===== src/rtl/counter_modulo_n_down_sync_pkg.sv =====
// Local types for the modulo-N down counter: the per-edge operation selected
// by the synchronous controls, and the helper that decodes it.
package counter_modulo_n_down_sync_pkg;

    typedef enum logic [1:0] {
        OP_HOLD  = 2'd0,
        OP_COUNT = 2'd1,
        OP_LOAD  = 2'd2
    } op_t;

    // Load outranks enable; the asynchronous clear never reaches this decode.
    function automatic op_t decode_op(input logic load_, input logic enable);
        if (!load_)
            return OP_LOAD;
        else if (enable)
            return OP_COUNT;
        else
            return OP_HOLD;
    endfunction

endpackage


===== src/rtl/counter_modulo_n_down_sync_if.sv =====
// Control and state bundle of one counter stage. The stage is the slave; its
// driver, or the previous stage in a cascade, is the master.
interface counter_modulo_n_down_sync_if #(
    parameter int WIDTH = 2
);
    logic             enable;
    logic             load_;
    logic [WIDTH-1:0] data;
    logic [WIDTH-1:0] signal_q;
    logic [WIDTH-1:0] signal_q_;
    logic             borrow;

    modport master (
        output enable, load_, data,
        input  signal_q, signal_q_, borrow
    );

    modport slave (
        input  enable, load_, data,
        output signal_q, signal_q_, borrow
    );
endinterface


===== src/rtl/flip_flop_d_async.sv =====
// One-bit D flip-flop with asynchronous active-low clear and a complemented
// output, used as the state bit of the counter.
module flip_flop_d_async (
    input  logic clockpulse,
    input  logic clear_,
    input  logic d,
    output logic q,
    output logic q_
);

    // NOTE: clear_ sits in the sensitivity list so it acts with no clock edge;
    // state uses <= so every bit samples its D before any bit updates.
    always_ff @(posedge clockpulse or negedge clear_) begin
        if (!clear_)
            q <= 1'b0;
        else
            q <= d;
    end

    assign q_ = ~q;

endmodule


===== src/rtl/counter_modulo_n_down_sync.sv =====
// Synchronous modulo-N down counter with parallel load, count enable and a
// combinational borrow for cascading. Counts MODULUS-1 down to 0, then wraps.
module counter_modulo_n_down_sync
    import counter_modulo_n_down_sync_pkg::*;
#(
    parameter int WIDTH   = 2,
    parameter int MODULUS = 4
) (
    input  logic                          clockpulse,
    input  logic                          clear_,
    counter_modulo_n_down_sync_if.slave   bus
);

    localparam logic [WIDTH-1:0] LAST = WIDTH'(MODULUS - 1);

    logic [WIDTH-1:0] state;
    logic [WIDTH-1:0] state_n;
    logic [WIDTH-1:0] next_state;
    op_t              op;

    // NOTE: next_state gets a default before the case so no path leaves it
    // unassigned and no latch is inferred.
    always_comb begin
        next_state = state;
        op         = decode_op(bus.load_, bus.enable);
        unique case (op)
            OP_LOAD:  next_state = (bus.data > LAST) ? LAST : bus.data;
            // An out-of-range state (upset) recovers to LAST like a wrap.
            OP_COUNT: next_state = (state == '0 || state > LAST) ? LAST
                                                                 : state - 1'b1;
            default:  next_state = state;
        endcase
    end

    for (genvar i = 0; i < WIDTH; i++) begin : g_bit
        flip_flop_d_async u_ff (
            .clockpulse (clockpulse),
            .clear_     (clear_),
            .d          (next_state[i]),
            .q          (state[i]),
            .q_         (state_n[i])
        );
    end

    assign bus.signal_q  = state;
    assign bus.signal_q_ = state_n;
    assign bus.borrow    = clear_ & bus.load_ & bus.enable & (state == '0);

endmodule


===== src/flat_wrapper.sv =====
// flat-port wrapper written by rule: the top's interface ports become plain ports
module counter_modulo_n_down_sync_flat import counter_modulo_n_down_sync_pkg::*;
#(
    parameter int WIDTH   = 2,
    parameter int MODULUS = 4
)
  (clockpulse, clear_, bus_enable, bus_load_, bus_data, bus_signal_q, bus_signal_q_, bus_borrow);
  counter_modulo_n_down_sync_if #(.WIDTH(WIDTH)) bus_i ();
  input  logic clockpulse;
  input  logic clear_;
  input wire logic [$bits(bus_i.enable)-1:0] bus_enable;
  input wire logic [$bits(bus_i.load_)-1:0] bus_load_;
  input wire logic [$bits(bus_i.data)-1:0] bus_data;
  output wire logic [$bits(bus_i.signal_q)-1:0] bus_signal_q;
  output wire logic [$bits(bus_i.signal_q_)-1:0] bus_signal_q_;
  output wire logic [$bits(bus_i.borrow)-1:0] bus_borrow;
  assign bus_i.enable = bus_enable;
  assign bus_i.load_ = bus_load_;
  assign bus_i.data = bus_data;
  assign bus_signal_q = bus_i.signal_q;
  assign bus_signal_q_ = bus_i.signal_q_;
  assign bus_borrow = bus_i.borrow;
  counter_modulo_n_down_sync #(.WIDTH(WIDTH), .MODULUS(MODULUS)) u_core (.clockpulse(clockpulse), .clear_(clear_), .bus(bus_i));
endmodule

===== config.mk =====
export PLATFORM = sky130hd
export DESIGN_NAME = counter_modulo_n_down_sync_flat
export DESIGN_NICKNAME = d
export VERILOG_FILES = /design/src/rtl/counter_modulo_n_down_sync_pkg.sv /design/src/rtl/counter_modulo_n_down_sync_if.sv /design/src/rtl/flip_flop_d_async.sv /design/src/rtl/counter_modulo_n_down_sync.sv /design/src/flat_wrapper.sv
export SDC_FILE = /design/constraint.sdc
export NUM_CORES = 1
export LEC_CHECK = 0
export BUFFER_PORTS_ARGS = -buffer_cell sky130_fd_sc_hd__buf_2
export CAP_MARGIN = 10
export CELL_PAD_IN_SITES_DETAIL_PLACEMENT = 1
export CELL_PAD_IN_SITES_GLOBAL_PLACEMENT = 2
export CORE_AREA = 2 2 39 41
export CTS_CLUSTER_DIAMETER = 30
export DETAILED_ROUTE_END_ITERATION = 12
export DIE_AREA = 0 0 41 43
export PLACE_DENSITY = 0.56
export SETUP_SLACK_MARGIN = 0.3
export SYNTH_ARGS = -nofsm -noshare
export SYNTH_HDL_FRONTEND = slang
export SYNTH_SLANG_ARGS = --single-unit

===== constraint.sdc =====
create_clock -name clockpulse -period 1.3 [get_ports clockpulse]
set_input_delay 0.26 -clock clockpulse [delete_from_list [all_inputs] [get_ports clockpulse]]
set_output_delay 0.26 -clock clockpulse [all_outputs]
set_load 0.02 [all_outputs]

==> run_results.csv <==
group,metric,value,unit
place,place.gp.congestion,0.590,
final_layout,n_antenna_cell,0,
place,place_ws,68.7,ps
clock_tree,clockRootBuffer,"clkbuf_4",
detailed_routing,dr.pass1.iters,2,
status,status,"finished, violations left",
critical_path,worst-endpoint-required,1040,ps
status,violations,"negative setup slack",
sta,finalCritPeriodShare,1.06,
floorplan,initial_utilization,0.116,
floorplan,die_h,43,µm
sta,fin_tns_setup,-82.5,ps
clock_tree,cts.path.max_buffers,2,
detailed_routing,vias,163,
sta,max_freq,723,MHz
clock_tree,htree_levels,1,
clock_tree,cts_sinks,2,
critical_path,critPathLaunch,"u_core.g_bit[0].u_ff.q$_DFFE_PN0P_",
detailed_routing,drc,0,
power,peakVddDrop,0.000287,V
place,placed_area,201,µm²
grt,grt.total_usage,0.0572,
critical_path,crit_type,"reg2out",
floorplan,rows,14,
final_layout,final_common_cell,"buf_2",
sta,rsz0062_at_grt,"yes",
detailed_routing,drtIter0Drc,1,
sta,tightest_slew,224,ps
power,power-per-cell-area,1110,nW/µm²
sta,final_hold_viol_count,0,
sta,finalWorstSetupSlack,-82.5,ps
floorplan,core_area,1380,µm²
detailed_routing,routed_via_density,3.47,
detailed_routing,wirelength,440,µm
power,static-leakage-power,0.147,nW
grt,grt_pass1_wl,593,µm
final_layout,reg.largest.list,"u_core.g_bit.u_ff.q: 2 flops",
power,total_power,0.329,mW
final_layout,final_nets,40,
final_layout,layout_common_cells,"6 x buf_2, 4 x buf_6, 3 x clkbuf_4, 3 x buf_4",
floorplan,die_w,41,µm
sta,timing.hold.ws,284,ps
detailed_routing,wl_per_cell,9.36,µm
place,io_buffers,10,
clock_tree,cts_buffers,3,
floorplan,ios,11,
synth,syn_area_per_cell,8.90,µm²
clock_tree,worstSkewPairLatency,220,ps
critical_path,worst-path-max-fanout,2,
floorplan,dieArea,1760,µm²
detailed_routing,ant_nets,0,
grt,grt_pass1_vias,171,
critical_path,reg2reg_from,"u_core.g_bit[0].u_ff.q$_DFFE_PN0P_",
final_layout,num-fill-cells,172,
grt,grt_max_degree,6,
grt,overflow,0,
sta,setup_viol,1,
synth,postSynthCellCount,18,
clock_tree,clkTransAtPathRegs,30,ps
flow_run,drv_cap,0,
place,dp_cells,40,
final_layout,drive_gt1_frac,0.710,
synth,ys_ff_latch,2,
min_path,hp-class,"in2reg",
grt,grt_antenna_before_repair,0,
final_layout,largest_reg_flops,2,
critical_path,worstSetupEndpointType,"output pin",
sta,timing.slew.headroom,0.849,
final_layout,final_core_util,0.214,
sta,finalCriticalPeriod,1380,ps
final_layout,top_register,"u_core.g_bit.u_ff.q",
synth,yosysSeqAreaShare,0.313,
final_layout,final_cell_area,297,µm²
synth,syn-cell-area,160,µm²
sta,fin_skew,0.863,ps
final_layout,area_growth_syn_to_layout,85.2,%
min_path,min_from,"bus_data[0]",
critical_path,startpoint_type,"register",
synth,synth_nets,25,
synth,yosysWarnings,0,
clock_tree,cts_tree,"built",
sta,drv_slew,0,
synth,synth.distinct_cells,12,
final_layout,stdcell_count,47,
critical_path,cp.arrival,1120,ps
## final cells by class
| class | count | area (µm²) | share of cell area |
|---|---|---|---|
| timing repair buffer | 14 | 108 | 0.363 |
| inverter | 3 | 11.3 | 0.0380 |
| multi-input combinational | 9 | 85.1 | 0.287 |
| clock buffer | 3 | 22.5 | 0.0759 |
| sequential | 2 | 50.0 | 0.169 |
| tap | 16 | 20.0 | 0.0675 |
## final timing paths
kind	endpoint	slack (ps)	cells after the start
max in group asynchronous	u_core.g_bit[0].u_ff.q$_DFFE_PN0P_	800	2
worst max register to register	u_core.g_bit[0].u_ff.q$_DFFE_PN0P_	240	4
worst max-delay path	bus_borrow	-80	4
worst min register to register	u_core.g_bit[1].u_ff.q$_DFFE_PN0P_	720	3
worst min-delay path	u_core.g_bit[0].u_ff.q$_DFFE_PN0P_	280	3
min in group asynchronous	u_core.g_bit[1].u_ff.q$_DFFE_PN0P_	380	2
## cells by family after synthesis
family                   after synthesis  share of synthesized area
AND/OR/NAND/NOR                        5                      0.227
adder cells (fa/ha/maj)                1                     0.0781
flip-flops                             2                      0.313
AO/OA/AOI/OAI                          3                      0.125
buffers and inverters                  7                      0.258
## cells in the mapped netlist
| library cell | n | area share |
|---|---|---|
| or2_1 | 1 | 0.039 |
| o22ai_1 | 1 | 0.039 |
| buf_4 | 4 | 0.19 |
| a31o_1 | 1 | 0.055 |
| nand2_1 | 1 | 0.023 |
| o21ai_0 | 1 | 0.031 |
| nor2b_1 | 1 | 0.039 |
| inv_1 | 3 | 0.070 |
| and3b_2 | 1 | 0.063 |
| and4_2 | 1 | 0.063 |
| ha_1 | 1 | 0.078 |
| dfrtp_1 | 2 | 0.31 |
## worst max-delay path, stage by stage, from the launching register on
cell and delay (ps):
dfrtp_1 380, inv_2 80, ha_4 130, and4_4 190, buf_6 110
## report_power, final
part / leakage, nW / switching (mW) / internal [mW]
sequential: 0.0236 / 0.00517 / 0.0699
combinational: 0.109 / 0.0574 / 0.0655
clock: 0.0138 / 0.0301 / 0.101
total: 0.147 / 0.0927 / 0.237
## repair_timing
action | CTS | global route
endpoints found under the setup margin | 7 | 7
hold endpoints to repair | 2 | 2
pin swaps | 1 | 2
resized for setup | 11 | 2
setup buffers | 2 | 1
## routing by layer
layer  share of wire  vias up  GRT usage
met5               0        -          0
met4          0.0091        0     0.0600
met3           0.066        2     0.0471
met2            0.59        4     0.0844
met1            0.33       73     0.0385
li1                -       84          -
Power figures use the tool's default switching activity.
